==> config.mk <==
export PLATFORM = sky130hd
export DESIGN_NAME = memory_port_arbiter_flat
export DESIGN_NICKNAME = d
export VERILOG_FILES = /design/src/rtl/memory_port_arbiter_pkg.sv /design/src/rtl/memory_port_arbiter_if.sv /design/src/rtl/memory_port_arbiter_starve_counter.sv /design/src/rtl/memory_port_arbiter.sv /design/src/flat_wrapper.sv
export SDC_FILE = /design/constraint.sdc
export NUM_CORES = 1
export LEC_CHECK = 0
export ABC_AREA = 1
export CAP_MARGIN = 20
export CORE_MARGIN = 2
export CORE_UTILIZATION = 40
export DETAILED_ROUTE_END_ITERATION = 16
export PLACE_DENSITY = 0.81
export SKIP_CTS_REPAIR_TIMING = 1
export SLEW_MARGIN = 20
export SYNTH_ARGS = -nofsm -noshare
export SYNTH_HDL_FRONTEND = slang
export SYNTH_HIERARCHICAL = 1
export SYNTH_SLANG_ARGS = --single-unit
==> constraint.sdc <==
create_clock -name clock -period 2.4 [get_ports clock]
set_clock_uncertainty 0.1 [all_clocks]
set_input_delay 0.48 -clock clock [delete_from_list [all_inputs] [get_ports clock]]
set_output_delay 0.48 -clock clock [all_outputs]
set_load 0.01 [all_outputs]
==> src/rtl/memory_port_arbiter_pkg.sv <==
// memory_port_arbiter_pkg: shared owner codes, FSM states and owner decode
package memory_port_arbiter_pkg;
   localparam logic [1:0] OWNER_NONE = 2'd0;
   localparam logic [1:0] OWNER_I = 2'd1;
   localparam logic [1:0] OWNER_D = 2'd2;
   typedef enum logic [2:0] {
      ARB_IDLE,
      ARB_BUSY_I,
      ARB_BUSY_D,
      ARB_DONE_I,
      ARB_DONE_D
   } arb_state_t;
   function automatic logic [1:0] owner_of(arb_state_t s);
      return (s == ARB_BUSY_I || s == ARB_DONE_I) ? OWNER_I :
             (s == ARB_BUSY_D || s == ARB_DONE_D) ? OWNER_D : OWNER_NONE;
   endfunction
endpackage

==> src/rtl/memory_port_arbiter_if.sv <==
// memory_port_arbiter_if: cache-side and memory-side signals of the shared port
interface memory_port_arbiter_if;
   logic        l1i_req;
   logic [31:0] l1i_address;
   logic        l1d_req;
   logic        l1d_write;
   logic [31:0] l1d_address;
   logic [31:0] l1d_write_data;
   logic        mem_req;
   logic        mem_write;
   logic [31:0] mem_address;
   logic [31:0] mem_write_data;
   logic        mem_ack;
   logic [31:0] mem_read_data;
   logic [31:0] read_data;
   logic        l1i_ready;
   logic        l1d_ready;
   logic        stall_l1i;
   logic        stall_l1d;
   logic [1:0]  owner;
   modport master (
      input  l1i_req, l1i_address, l1d_req, l1d_write, l1d_address, l1d_write_data,
             mem_ack, mem_read_data,
      output mem_req, mem_write, mem_address, mem_write_data, read_data,
             l1i_ready, l1d_ready, stall_l1i, stall_l1d, owner
   );
   modport slave (
      output l1i_req, l1i_address, l1d_req, l1d_write, l1d_address, l1d_write_data,
             mem_ack, mem_read_data,
      input  mem_req, mem_write, mem_address, mem_write_data, read_data,
             l1i_ready, l1d_ready, stall_l1i, stall_l1d, owner
   );
endinterface

==> src/rtl/memory_port_arbiter_starve_counter.sv <==
// arb_starve_counter: saturating count of D grants taken while I waits
module arb_starve_counter #(
   parameter int STARVE_LIMIT = 4,
   parameter int COUNT_WIDTH = 3
) (
   input  logic clock,
   input  logic reset,
   input  logic inc,
   input  logic clear,
   output logic at_limit
);
   localparam logic [COUNT_WIDTH-1:0] LIMIT = COUNT_WIDTH'(STARVE_LIMIT);
   logic [COUNT_WIDTH-1:0] count;
   assign at_limit = count == LIMIT;
   always_ff @(posedge clock)
      count <= (reset || clear) ? '0 : (inc && !at_limit) ? count + COUNT_WIDTH'(1) : count;
endmodule

==> src/rtl/memory_port_arbiter.sv <==
// memory_port_arbiter: one-at-a-time sharing of the memory port between L1I and L1D
module memory_port_arbiter
   import memory_port_arbiter_pkg::*;
#(
   parameter int STARVE_LIMIT = 4,
   parameter int COUNT_WIDTH = 3
) (
   input logic clock,
   input logic reset,
   memory_port_arbiter_if.master bus
);
   arb_state_t state, next_state;
   logic grant_i, grant_d, at_limit, busy;
   always_comb begin
      busy = state == ARB_BUSY_I || state == ARB_BUSY_D;
      grant_i = state == ARB_IDLE && bus.l1i_req && (!bus.l1d_req || at_limit);
      grant_d = state == ARB_IDLE && bus.l1d_req && !grant_i;
      next_state = state;
      case (state)
         ARB_IDLE:   next_state = grant_i ? ARB_BUSY_I : grant_d ? ARB_BUSY_D : ARB_IDLE;
         ARB_BUSY_I: next_state = bus.mem_ack ? ARB_DONE_I : ARB_BUSY_I;
         ARB_BUSY_D: next_state = bus.mem_ack ? ARB_DONE_D : ARB_BUSY_D;
         default:    next_state = ARB_IDLE;
      endcase
   end
   always_ff @(posedge clock)
      state <= reset ? ARB_IDLE : next_state;
   always_ff @(posedge clock) begin
      if (reset) begin
         bus.mem_write <= 1'b0;
         bus.mem_address <= '0;
         bus.mem_write_data <= '0;
         bus.read_data <= '0;
      end else begin
         if (grant_i) begin
            bus.mem_write <= 1'b0;
            bus.mem_address <= bus.l1i_address;
         end
         if (grant_d) begin
            bus.mem_write <= bus.l1d_write;
            bus.mem_address <= bus.l1d_address;
            bus.mem_write_data <= bus.l1d_write_data;
         end
         if (busy && bus.mem_ack) begin
            bus.mem_write <= 1'b0;
            if (!bus.mem_write) bus.read_data <= bus.mem_read_data;
         end
      end
   end
   // an I grant or an uncontested D grant resets the fairness window
   arb_starve_counter #(.STARVE_LIMIT(STARVE_LIMIT), .COUNT_WIDTH(COUNT_WIDTH)) u_starve (
      .clock(clock),
      .reset(reset),
      .inc(grant_d && bus.l1i_req),
      .clear(grant_i || (grant_d && !bus.l1i_req)),
      .at_limit(at_limit)
   );
   assign bus.mem_req = busy;
   assign bus.l1i_ready = state == ARB_DONE_I;
   assign bus.l1d_ready = state == ARB_DONE_D;
   assign bus.stall_l1i = bus.l1i_req && !bus.l1i_ready;
   assign bus.stall_l1d = bus.l1d_req && !bus.l1d_ready;
   assign bus.owner = owner_of(state);
endmodule

==> src/flat_wrapper.sv <==
// flat-port wrapper written by rule: the top's interface ports become plain ports
module memory_port_arbiter_flat import memory_port_arbiter_pkg::*;
#(
   parameter int STARVE_LIMIT = 4,
   parameter int COUNT_WIDTH = 3
)
  (clock, reset, bus_l1i_req, bus_l1i_address, bus_l1d_req, bus_l1d_write, bus_l1d_address, bus_l1d_write_data, bus_mem_ack, bus_mem_read_data, bus_mem_req, bus_mem_write, bus_mem_address, bus_mem_write_data, bus_read_data, bus_l1i_ready, bus_l1d_ready, bus_stall_l1i, bus_stall_l1d, bus_owner);
  memory_port_arbiter_if bus_i ();
  input logic clock;
  input logic reset;
  input wire logic [$bits(bus_i.l1i_req)-1:0] bus_l1i_req;
  input wire logic [$bits(bus_i.l1i_address)-1:0] bus_l1i_address;
  input wire logic [$bits(bus_i.l1d_req)-1:0] bus_l1d_req;
  input wire logic [$bits(bus_i.l1d_write)-1:0] bus_l1d_write;
  input wire logic [$bits(bus_i.l1d_address)-1:0] bus_l1d_address;
  input wire logic [$bits(bus_i.l1d_write_data)-1:0] bus_l1d_write_data;
  input wire logic [$bits(bus_i.mem_ack)-1:0] bus_mem_ack;
  input wire logic [$bits(bus_i.mem_read_data)-1:0] bus_mem_read_data;
  output wire logic [$bits(bus_i.mem_req)-1:0] bus_mem_req;
  output wire logic [$bits(bus_i.mem_write)-1:0] bus_mem_write;
  output wire logic [$bits(bus_i.mem_address)-1:0] bus_mem_address;
  output wire logic [$bits(bus_i.mem_write_data)-1:0] bus_mem_write_data;
  output wire logic [$bits(bus_i.read_data)-1:0] bus_read_data;
  output wire logic [$bits(bus_i.l1i_ready)-1:0] bus_l1i_ready;
  output wire logic [$bits(bus_i.l1d_ready)-1:0] bus_l1d_ready;
  output wire logic [$bits(bus_i.stall_l1i)-1:0] bus_stall_l1i;
  output wire logic [$bits(bus_i.stall_l1d)-1:0] bus_stall_l1d;
  output wire logic [$bits(bus_i.owner)-1:0] bus_owner;
  assign bus_i.l1i_req = bus_l1i_req;
  assign bus_i.l1i_address = bus_l1i_address;
  assign bus_i.l1d_req = bus_l1d_req;
  assign bus_i.l1d_write = bus_l1d_write;
  assign bus_i.l1d_address = bus_l1d_address;
  assign bus_i.l1d_write_data = bus_l1d_write_data;
  assign bus_i.mem_ack = bus_mem_ack;
  assign bus_i.mem_read_data = bus_mem_read_data;
  assign bus_mem_req = bus_i.mem_req;
  assign bus_mem_write = bus_i.mem_write;
  assign bus_mem_address = bus_i.mem_address;
  assign bus_mem_write_data = bus_i.mem_write_data;
  assign bus_read_data = bus_i.read_data;
  assign bus_l1i_ready = bus_i.l1i_ready;
  assign bus_l1d_ready = bus_i.l1d_ready;
  assign bus_stall_l1i = bus_i.stall_l1i;
  assign bus_stall_l1d = bus_i.stall_l1d;
  assign bus_owner = bus_i.owner;
  memory_port_arbiter #(.STARVE_LIMIT(STARVE_LIMIT), .COUNT_WIDTH(COUNT_WIDTH)) u_core (.clock(clock), .reset(reset), .bus(bus_i));
endmodule
Word level (Yosys, flattened, before mapping) --
Cells that the tools add are included.
Word-level totals: word-level logic and storage cells 50, bits in registers 103, output and inout port bits 104, input bits 134
Cells by class: equal/unequal tests 5, reduce and logical (&&, ||, !) cells 26, add/sub/neg operators 1, mux-type cells 11, bitwise gates (word level) 1
Operators with widths (count):
- 32-bit 2-to-1 mux | 2
- 1-bit logical AND | 10
- 3-bit one-hot mux with 3 select lines | 1
- 2-bit 2-to-1 mux | 4
- 3-bit by 2-bit == test with 1-bit output, second input constant | 2
- 3-bit == test, second input constant | 2
- 1-bit zero test | 6
- 1-bit logical OR | 6
- 3-bit 2-to-1 mux | 2
- 3-bit by 1-bit adder with 3-bit output, second input constant | 1
- 3-bit by 1-bit == test with 1-bit output, second input constant | 1
- 3-bit zero test | 1
- 1-bit 2-to-1 mux | 2
- 2-bit AND reduction | 1
- 2-bit nonzero test | 1
- 2-bit OR reduction | 1
- 1-bit inverter | 1

Logic depth before layout (Yosys ltp) --
Gate-level depths: netlist of the first run.
word-level depth 8, depth in mapped cells 16

By module --
The synthesis of the first run kept the hierarchy.
By module, submodules not included:
- memory_port_arbiter | instances 1, cells an instance 662, area an instance 4456.8 µm²
- arb_starve_counter | instances 1, cells an instance 27, area an instance 175.2 µm²

Worst setup path after synthesis of the first run --
No wires, ideal clock.
path kind register to register, start point reg u_core.u_starve.count[0], end point reg u_core.u_starve.count[2], clock period less this slack 1984 ps, path slack 416 ps, stages on the path, launching flop included 17, arrival time 1771 ps, cell sequence dfxtp_1 -> inv_1 -> ha_1 -> nand2_2 -> inv_1 -> inv_1 -> nand2_1 -> nand2_1 -> nand3_2 -> buf_4 -> buf_2 -> nor2_1 -> nand2_1 -> inv_1 -> nand2_1 -> nand2_1 -> nor2_1
On the way: cells in the longest elaborated chain, start to end 8, elaborated cells between the ends (all ways) 12
RTL lines:
- start, declared | RTL line memory_port_arbiter_starve_counter.sv:13 | logic [COUNT_WIDTH-1:0] count;
- start signal, assigned | RTL line memory_port_arbiter_starve_counter.sv:16 | count <= (reset || clear) ? '0 : (inc && !at_limit) ? count + COUNT_WIDTH'(1) : count;
- 3-bit == test (*) | RTL line memory_port_arbiter_starve_counter.sv:14 | assign at_limit = count == LIMIT;
- named net u_core.at_limit | RTL line memory_port_arbiter.sv:13 | logic grant_i, grant_d, at_limit, busy;
- 1-bit logical OR | RTL line memory_port_arbiter.sv:16 | grant_i = state == ARB_IDLE && bus.l1i_req && (!bus.l1d_req || at_limit);
- 1-bit logical AND | RTL line memory_port_arbiter.sv:16
- 1-bit zero test | RTL line memory_port_arbiter.sv:17 | grant_d = state == ARB_IDLE && bus.l1d_req && !grant_i;
- 1-bit logical AND | RTL line memory_port_arbiter.sv:17
- 1-bit logical AND | RTL line memory_port_arbiter.sv:55 | .clear(grant_i || (grant_d && !bus.l1i_req)),
- 1-bit logical OR | RTL line memory_port_arbiter.sv:55
- 1-bit logical OR | RTL line memory_port_arbiter_starve_counter.sv:16
The timed path passes the listed nets; every way through them passes the cells marked *. A chain may end at the register's enable or synchronous reset.

Worst setup path in the final report of the first run --
start point in bus_l1i_req, end point out bus_stall_l1i
On the way: cells in the longest elaborated chain, start to end 1
RTL lines:
- start, declared | RTL line flat_wrapper.sv:11 | input wire logic [$bits(bus_i.l1i_req)-1:0] bus_l1i_req;
- 1-bit logical AND | RTL line memory_port_arbiter.sv:61 | assign bus.stall_l1i = bus.l1i_req && !bus.l1i_ready;
- end, declared | RTL line flat_wrapper.sv:26 | output wire logic [$bits(bus_i.stall_l1i)-1:0] bus_stall_l1i;
Every way passes these cells.

==> flow_summary_export.csv, run 1 <==
group,metric,value,unit
worst_setup_path,path_class,"primary input to primary output",
logic_synthesis,synthCells,689,
layout,final_cell_mix,"237 x clkdlybuf4s50_1, 173 x nand2_1, 172 x nor2_1",
worst_setup_path,critPathMostFrequentCell,"clkdlybuf4s50_1",
layout,layout-drive-gt1-share,0.04276,
worst_hold_path,hp-class,"flop to flop",
routing,wl_per_cell,12.36,microns
grt,grt_pass1_wl,21.76,mm
grt,grt_max_degree,52,
grt,use_met1,0.2497,
timing,setup_slack,0.1113,ns
worst_setup_path,r2r-end,"u_core/bus.mem_address[6]$_SDFFE_PP0P_",
clock_network,htree_num_levels,3,
grt,met3_usage,0.07022,
worst_setup_path,rr_startpoint,"u_core/u_starve/count[0]$_SDFFE_PP0P_",
timing,rsz0062_at_grt,"false",
logic_synthesis,seq_area_frac_synth,0.4452,
worst_setup_path,slowest_stage,"clkdlybuf4s50_1",
timing,relSlewSlack,0.6901,
routing,dr.pass1.iters,4,
logic_synthesis,synth_area,0.004632,sq mm
grt,grt_antenna_before_repair,0,
worst_hold_path,hold-path-endpoint,"u_core/bus.mem_write$_SDFFE_PP0P_",
grt,globalRouteMet2Util,0.3634,
placed_design,port_buffers,237,
clock_network,clkLatencyLatePin,0.33,ns
worst_setup_path,critPathRequiredTime,1.82,ns
worst_setup_path,worst-path-buf-inv,3,
floorplan,io_pins,238,
logic_synthesis,yosys_warnings,6,
layout,final_util,0.6467,
timing,finalCritPeriodShare,0.9536,
pwr,power.total,4.555,mW
flow_run,drv_cap,0,
worst_setup_path,critPathTopFamily,"buffers and inverters",
routing,vias_per_cell,4.550,
status,status,"finished clean",
layout,nets,1045,
pwr,leakagePower,3.416,nW
logic_synthesis,ys_seq_elements,103,
clock_network,cts_buffers,9,
layout,final_common_cell,"clkdlybuf4s50_1",
worst_setup_path,cp-start-kind,"primary input",
grt,grt_pass1_vias,4619,
worst_hold_path,min-delay-start,"u_core/bus.mem_write$_SDFFE_PP0P_",
grt,grtUsageTotal,0.2111,
timing,hold_viol,0,
worst_setup_path,slowest_delay,0.54,ns
routing,drt_iter0_drc,243,
layout,syn_to_final_growth,58.75,%
clock_network,root_buffer,"clkbuf_16",
logic_synthesis,synth_area_per_cell,6.723,sq um
floorplan,floorplan.initialDensity,0.4074,
floorplan,coreArea,0.01137,sq mm
logic_synthesis,ys_types,23,
worst_setup_path,critPathArrivalTime,1.71,ns
timing,fmax,436.9,MHz
clock_network,path_clk_slew,0.06,ns
timing,setup_viol,0,
clock_network,cts.sinks,103,
grt,top_usage_layer,"met2",
worst_setup_path,cp_max_fo,3,
routing,drcViolationCount,0,
worst_setup_path,rrSetupSlack,0.44,ns
worst_setup_path,rr_worst_depth,12,
routing,wirelength,13.04,mm
placed_design,dpl_worst_slack,0.1054,ns
worst_hold_path,whs_path_depth,2,
floorplan,dieArea,0.01246,sq mm
timing,worst_pin_slew,0.4649,ns
routing,num_vias,4800,
timing,min_period,2.289,ns
pwr,powerDensity,619.5,mW/mm^2
worst_setup_path,endpoint_kind,"primary output",
pwr,peakVddDrop,0.4364,mV
placed_design,gp_congestion,0.8313,
timing,slew_violations,0,
clock_network,cts_max_path_buffers,2,
layout,final_area,0.007353,sq mm
clock_network,cts_tree,"yes",
logic_synthesis,synth_nets,825,
timing,tns,0,ns
floorplan,die_h,111.6,microns
placed_design,placed_area,0.007107,sq mm
floorplan,die_w,111.6,microns
placed_design,dpl.hpwl,9.421,mm
grt,grt-ovfl-total,0,
worst_setup_path,crit_chain,"clkdlybuf4s50_1 > inv_1 > nor2_1 > clkdlybuf4s50_1",
floorplan,num_rows,39,
routing,ant_nets,0,
layout,antenna_cells,0,
==> registers in the layout, summed over array words and instances, names as in the netlist <==
name	count
u_core/u_starve/count	3
u_core/bus.mem_write_data	32
u_core/bus.mem_address	32
u_core/bus.mem_write	1
u_core/state	3
u_core/bus.read_data	32
==> tightest hold or removal path: stages, from the launching register on <==
cell and delay [ns]:
dfxtp_1 0.33, nand3_1 0.08, a21oi_1 0.06
==> synth_stat cells, drive strengths merged <==
cell type	n	area, sq um
nor2	174	658.1
inv	68	255.2
a21oi	6	33.78
dfxtp	103	2062
nand3	8	72.57
nor3	2	10.01
buf	31	192.7
ha	2	25.02
clkbuf	9	36.29
clkinv	11	41.29
nand3b	32	240.2
o21ai	66	330.3
nand2	177	674.4
==> power breakdown <==
group          internal, mW  switching [mW]
sequential             1.89          0.0814
combinational         0.716           0.598
clock                 0.690           0.580
total                  3.30            1.26
==> layout make-up <==
cell class | count | area [sq um]
clock inverter | 2 | 10.01
inverter | 79 | 296.5
timing repair buffer | 249 | 2525
multi-input combinational | 467 | 2044
clock buffer | 12 | 236.5
tap | 143 | 178.9
fill | 1021 | 4016
sequential | 103 | 2062
==> how the worst max path moves through the flow <==
| stage | startpoint | to | slack, ns | cells after the start |
|---|---|---|---|---|
| floorplan | u_core/u_starve/count[0]$_SDFFE_PP0P_ | u_core/u_starve/count[2]$_SDFFE_PP0P_ | 0.42 | 16 |
| global placement | bus_l1i_req | bus_stall_l1i | 0.13 | 4 |
| detailed placement | bus_l1i_req | bus_stall_l1i | 0.11 | 4 |
| CTS | bus_l1i_req | bus_stall_l1i | 0.10 | 4 |
| global route | bus_l1i_req | bus_stall_l1i | 0.04 | 4 |
| finish | bus_l1i_req | bus_stall_l1i | 0.11 | 4 |
==> logic make-up (layout without fill, tap and decap cells) <==
group,after synthesis,after routing,share of synthesized area
AO/OA/AOI/OAI,72,72,0.07861
buffers and inverters,119,342,0.1135
AND/OR/NAND/NOR,393,393,0.3574
flip-flops,103,103,0.4452
adder cells (fa/ha/maj),2,2,0.005402
==> layer usage <==
| layer | vias to the layer above | part of all wire |
|---|---|---|
| met4 | 0 | 0.014 |
| li1 | 2508 | - |
| met2 | 184 | 0.47 |
| met1 | 2094 | 0.42 |
| met3 | 14 | 0.097 |
| met5 | - | 0 |
==> per-stage QoR <==
step	hold WS [ns]	std cells
global placement	0.3870	1041
global route	0.4297	1055
finish	0.4065	1055
CTS	0.4112	1055
floorplan	0.3775	689
detailed placement	0.3945	1041
Note: power is estimated with default switching activity, not from simulation.
==> run 2, diff against run 1 <==
--- a/config.mk
+++ b/config.mk
@@ -10,6 +10,7 @@
 export CORE_MARGIN = 2
 export CORE_UTILIZATION = 40
 export DETAILED_ROUTE_END_ITERATION = 16
+export GPL_ROUTABILITY_DRIVEN = 0
 export PLACE_DENSITY = 0.81
 export SKIP_CTS_REPAIR_TIMING = 1
 export SLEW_MARGIN = 20
==> results of run 2 <==
No change in the layout: final DEF, timing and power equal those of run 1.
==> run 3, diff against run 2 <==
--- a/config.mk
+++ b/config.mk
@@ -13,6 +13,7 @@
 export GPL_ROUTABILITY_DRIVEN = 0
 export PLACE_DENSITY = 0.81
 export SKIP_CTS_REPAIR_TIMING = 1
+export SKIP_LAST_GASP = 1
 export SLEW_MARGIN = 20
 export SYNTH_ARGS = -nofsm -noshare
 export SYNTH_HDL_FRONTEND = slang
==> results of run 3 <==
No change in the layout: final DEF, timing and power equal those of run 1.
==> variant 1, RTL diff (settings of run 3) <==
`COUNT_WIDTH` is set to 3 in 3 places; all go to 6.
--- a/src/rtl/memory_port_arbiter_starve_counter.sv
+++ b/src/rtl/memory_port_arbiter_starve_counter.sv
@@ -3,3 +3,3 @@
    parameter int STARVE_LIMIT = 4,
-   parameter int COUNT_WIDTH = 3
+   parameter int COUNT_WIDTH = 6
 ) (
--- a/src/rtl/memory_port_arbiter.sv
+++ b/src/rtl/memory_port_arbiter.sv
@@ -5,3 +5,3 @@
    parameter int STARVE_LIMIT = 4,
-   parameter int COUNT_WIDTH = 3
+   parameter int COUNT_WIDTH = 6
 ) (
--- a/src/flat_wrapper.sv
+++ b/src/flat_wrapper.sv
@@ -4,3 +4,3 @@
    parameter int STARVE_LIMIT = 4,
-   parameter int COUNT_WIDTH = 3
+   parameter int COUNT_WIDTH = 6
 )
Behaviour: same outputs for any inputs over 10 cycles, from zero or initial values and one cycle with reset high; that may be too few to reach the edited logic, so the function may still have changed.
==> variant 1 against run 3 <==
  * Area after synthesis rose by 4.5%
  * Non-clock buffer count fell by 2
  * Sequential cell count rose by 3
  * Design area rose by 3.3%
  * Final cell count rose by 3.0%
  * Count of clock-buffer cells in the layout rose by 2
  * First-iteration DRC count rose by 36%
  * Sequential share of layout area fell by 0.096 points
  * Setup slack got worse by 0.0016 ns
  * Total power rose by 4.4%
  * Wire length rose by 4.3%
  * Largest cell class unchanged
==> variant 1: results (changes against run 3) <==
** Cells and area
- The number of nets in the final layout came to 1071 (+2.5%).
- Number of filler instances in the final layout :: 1073 (+5.1%)
- The fraction of layout cells with a size suffix above 1 came to 4.57% (+0.30 points).

** Yosys
- The portion of the post-synthesis area used by sequential elements was 43.8% (-0.67 points).
- After synthesis, the cell types taking the most area are dfxtp_1 (44%), nand2_1 (14%), nor2_1 (14%), o21ai_0 (6.8%), inv_1 (5.3%).
- Number of warnings issued by yosys :: 6 (unchanged)
- The commonest cells after synthesis are nand2_1 (177), nor2_1 (177), dfxtp_1 (106).
- The number of distinct library cell variants in the gate-level netlist after synthesis is 29 (+26%).
- The post-synthesis net count came to 854 (+3.5%).

** Pwr
- Highest ir drop seen on vdd :: 0.441 mV (+1.1%)
- Leakage power summed over all cells :: 3.51 nW (+2.9%)
- Net switching power :: 1.31 mW (+4.1%)

** Setup path
- The critical path starts at bus_l1i_req.
- Worst r2r path cells :: 11 (-1)
- Start of the worst register-to-register path :: u_core/u_starve/count[0]
- The worst register-to-register path ends at u_core/u_starve/count[1].

** Global routing
- The pin count of the biggest net entering global routing was 98 (+88%).
- Antenna violations before repair :: 0 (unchanged)
- First-pass GRT wire length :: 21600 um (-0.73%)
- Vias in the first global route :: 4691 (+1.6%)
- Overall routing resource usage :: 20.8% (-0.29 points)
- The met3 global-route usage is 8.61% (+1.6 points).
- GR met1 Demand/Resource :: 23.8% (-1.1 points)
- Met2 Usage GRT :: 34.5% (-1.9 points)

** Place
- The instance area after placement was 7310 sq um (+2.9%).
- The port buffer count is 237 (unchanged).
- Worst slack after detailed placement :: 0.104 ns (-0.000941 ns)
- The HPWL reported at the end of detailed placement is 9540 um (+1.2%).

** Drt
- The per-cell via count in the routed design is 4.59 (+0.94%).
- Total wirelength of the detailed-routed design :: 13600 um (+4.3%)
- Iteration-0 DRC Markers :: 331 (+36%)

** Worst hold path
- Type of the tightest min-delay check :: reg2reg

** Timing
- The relative slew slack came to 70.7% (+1.7 points).
- Period Utilization, post-route :: 95.4% (about the same)

** Clock tree
- Clk_lat worst skew :: ~0.34 ns
- Root Driver :: clkbuf_16

** Run status
- The flow ran to the end, and the final reports show no timing, DRC or antenna violations.
==> variant 1: cell count changes in the layout (fill, tap and decap cells not counted), sizes merged, moves of 3 or more <==
| cell | delta |
|---|---|
| nand4 | +3 |
| nand2 | +4 |
| nor2 | +6 |
| dfxtp | +3 |
| inv | +4 |
| nand3 | +4 |
==> variant 1: logic make-up after synthesis <==
group	count (synthesis)	synth area share [%]
AO/OA/AOI/OAI	73	7.68
XOR/XNOR	1	0.181
adder cells (fa/ha/maj)	2	0.517
buffers and inverters	126	11.5
flip-flops	106	43.8
AND/OR/NAND/NOR	410	36.3
==> variant 1: worst min-delay path by stage <==
stage | from | end | slack [ns] | depth (start not counted)
final | u_core/bus.read_data[28] | u_core/bus.read_data[28] | 0.41 | 4
after global routing | u_core/bus.read_data[22] | u_core/bus.read_data[22] | 0.44 | 4
after CTS | u_core/bus.read_data[28] | u_core/bus.read_data[28] | 0.41 | 4
after detailed placement | u_core/bus.mem_write_data[5] | u_core/bus.mem_write_data[5] | 0.39 | 2
after global placement | u_core/bus.mem_write | u_core/bus.mem_write | 0.39 | 2
after floorplan | u_core/u_starve/count[2] | u_core/u_starve/count[2] | 0.39 | 2
==> variant 1: metrics by stage <==
stage	hold slack [ns]	power, mW	util [%]	cells
floorplan	0.386	2.68	-	718
global placement	0.386	3.37	61.4	1071
detailed placement	0.394	3.38	61.4	1071
CTS	0.410	4.81	63.7	1087
global route	0.440	5.02	63.7	1087
finish	0.409	4.76	63.7	1087
==> variant 1: power by group through the flow <==
stage          Combinational (mW)  Clock [mW]  Sequential [mW]
2_1_floorplan               0.543           0             2.14
3_3_place_gp                 1.31           0             2.05
6_report                     1.33        1.41             2.02
4_1_cts                      1.33        1.45             2.02
5_1_grt                      1.46        1.52             2.04
3_5_place_dp                 1.32           0             2.06
==> variant 1: cell type report <==
class	instances	area share (%)
clock buffers	14	3.61
clock inverters	2	0.132
inverters	85	4.20
multi-input cells	486	28.5
flip-flops and latches	106	27.9
well taps	147	2.42
repair buffers	247	33.2
==> variant 1: per-layer routing <==
layer / share of wire, % / up-vias / wire [um]
met4: 2.0 / 0 / 272
met3: 10 / 21 / 1400
met1: 42 / 2166 / 5680
li1: - / 2613 / -
met2: 46 / 192 / 6260
met5: 0 / - / 0
==> variant 1: worst reg2reg max path, stage by stage, from the launching register on <==
cell,delay [ns]
dfxtp_1,0.37
inv_1,0.07
ha_1,0.23
nand3_4,0.14
inv_1,0.05
inv_1,0.09
a21oi_2,0.08
nand2_2,0.10
o21ai_0,0.09
nor2_1,0.35
o21ai_1,0.13
nor2_1,0.11
==> variant 2, RTL diff (config.mk and constraints of run 3) <==
Without the edit above. The 5 states of `arb_state_t` get a one-hot encoding in 5 bits.
--- a/src/rtl/memory_port_arbiter_pkg.sv
+++ b/src/rtl/memory_port_arbiter_pkg.sv
@@ -5,8 +5,8 @@
    localparam logic [1:0] OWNER_D = 2'd2;
-   typedef enum logic [2:0] {
-      ARB_IDLE,
-      ARB_BUSY_I,
-      ARB_BUSY_D,
-      ARB_DONE_I,
-      ARB_DONE_D
+   typedef enum logic [4:0] {
+      ARB_IDLE   = 5'b00001,
+      ARB_BUSY_I = 5'b00010,
+      ARB_BUSY_D = 5'b00100,
+      ARB_DONE_I = 5'b01000,
+      ARB_DONE_D = 5'b10000
    } arb_state_t;
Formal check against the unedited RTL: no difference found for any inputs over 10 cycles, from zero or initial values and one cycle with reset high; not proved beyond that.
==> variant 2 against run 3 <==
  * Utilization is 2.0 points lower
  * Register-to-register slack worse by 0.11 ns
  * Setup slack better by 0.055 ns
  * Non-clock buffer count is 2 higher
  * Die area is 9.2% higher
  * Area after synthesis is 9.5% higher
  * Sequential cell count is 2 higher
  * Final cell count is 7.3% higher
  * Wire length is 6.9% higher
  * Total power is 9.6% higher
  * Design area is 6.6% higher
  * Sequential share of layout area is 1.2 points lower
==> variant 2: results (changes against run 3) <==
** Cells and area
- The count of multi-input combinational gates was 442 (-5.4%).
- The fraction of layout cells with a size suffix above 1 came to 8.75% (+4.5 points).
- Inverter count :: 146 (+85%)
- Plain + repair buffers :: 251 (+0.80%)
- The area share of buffers outside the clock network was 32.5% (-1.9 points).
- The total number of sequential cells was 105 (+1.9%).
- The fill cell instance count of the final layout is 1164 (+14%).
- Sequential cell area share :: 26.9% (-1.2 points)
- The multi-input combinational cell area came to 2140 sq um (+4.8%).
- The number of nets in the final layout was 1091 (+4.4%).
- Clock-cell share :: 3.59% (+0.24 points)
- The number of diodes added for antenna fixing was 0 (unchanged).

** Yosys
- In the synthesized netlist, the cells that appear most often are nand2_1 (142), inv_1 (140), nor2_1 (111).
- The synthesis warning total is 6 (unchanged).
- The number of distinct library cell variants in the gate-level netlist after synthesis came to 27 (+17%).
- Mean instance size in the synthesized netlist :: 6.85 sq um (+2.0%)
- The post-synthesis net count is 876 (+6.2%).
- The portion of the post-synthesis area used by sequential elements was 41.4% (-3.1 points).
- In the post-synthesis netlist, the biggest area contributors are dfxtp_1 (41%), nand2_1 (11%), inv_1 (10%), nor2_1 (8.2%), a21oi_2 (4.5%).

** Clock tree
- Clock-pin slew was measured on the worst setup and hold paths at 0.07 ns.
- The insertion delay to the later sink of the worst-skew pair was 0.35 ns (+0.02 ns).
- The buffer depth of the longest clock path was 2 (unchanged).

** Run status
- The run finished with clean final reports.

** Worst hold path
- The worst hold path begins at u_core/bus.mem_write_data[31].
- Type of the tightest min-delay check :: reg2reg

** Global routing
- The pin count of the biggest net entering global routing was 63 (+21%).
- The number of global-route vias before repair was 4574 (-0.97%).
- First-pass GRT wire length :: 21900 um (+0.83%)
- The overall routing resource usage came to 20.2% (-0.86 points).

** Place
- The post-placement cell count is 1116 (+7.2%).
- The HPWL reported at the end of detailed placement was 9880 um (+4.9%).
- The instance area after placement came to 7530 sq um (+6.0%).
- Worst slack after detailed placement :: 0.176 ns (+0.0704 ns)

** Drt
- Via-to-Cell Ratio :: 4.55 (about the same)
- The highest layer touched by signal routing is met4.
- The routed wire length per instance is 12.3 um (-0.40%).
- The number of DRC markers after the initial detailed-route iteration is 390 (+60%).
- Wire length on met2 :: 6610 um (+8.7%)
- Total wirelength of the detailed-routed design :: 13900 um (+6.9%)
- The routed length on met3 came to 1110 um (-12%).
- The met1 wire length was 5900 um (+7.0%).

** Timing
- The relative slew slack was 63.5% (-5.5 points).

** Pwr
- The highest ir drop seen on vdd is 0.442 mV (+1.3%).
- Portion of total power attributed to combinational logic :: 31.0% (+2.2 points)
- Net switching share of the total power :: 30.8% (+3.2 points)
- The static leakage came to 3.49 nW (+2.2%).

** Setup path
- The startpoint identified for the worst register-to-register timing path is u_core/state[1].
- The most critical setup path has its startpoint at bus_l1i_req.
- The data arrival time of the critical path is 1.65 ns (-0.06 ns).
[variant 2: cell types whose count changed in the layout (fill, tap and decap cells not counted), moves of 25 or more]
| cell | delta |
|---|---|
| nor2_1 | -61 |
| a21oi_2 | +25 |
| nand3b_1 | -32 |
| nand2_1 | -31 |
| nand3_1 | +29 |
| inv_1 | +75 |
| nand4_1 | +32 |
[variant 2: power groups by stage]
stage,Sequential [mW],Clock (mW),Combinational (mW)
2_1_floorplan,2.17,0,0.753
3_3_place_gp,2.08,0,1.53
3_5_place_dp,2.09,0,1.55
4_1_cts,2.05,1.43,1.56
5_1_grt,2.07,1.51,1.71
6_report,2.05,1.39,1.55
[variant 2: cell families after synthesis]
group | synth area share [%]
fa+ha+maj | 0.493
flops | 41.4
compound gates | 12.1
buf+inv | 16.7
simple gates | 29.2
[variant 2: per-stage QoR]
step | utilization (%) | total power [mW]
6_report | 62.6 | 4.99
4_1_cts | 62.4 | 5.04
5_1_grt | 62.6 | 5.29
2_1_floorplan | - | 2.92
3_3_place_gp | 60.2 | 3.61
3_5_place_dp | 60.2 | 3.64
[variant 2: layer usage]
layer	vias to the layer above	track usage [%]
li1	2692	-
met1	2276	25.6
met3	22	5.76
met2	158	32.9
met5	-	0
met4	0	7.84
[variant 2: worst paths after layout]
path	to	slack (ns)	cells past startpoint
min	u_core/bus.mem_write_data[31]	0.38	2
max	bus_stall_l1i	0.17	4
max reg2reg	u_core/bus.read_data[14]	0.33	8
min reg2reg	u_core/bus.mem_write_data[31]	0.38	2
[variant 2: critical path: cells and delay by family]
family | cells | cell delay, ns
and+or+nand+nor | 1 | 0.10
buffers and inverters | 3 | 1.08
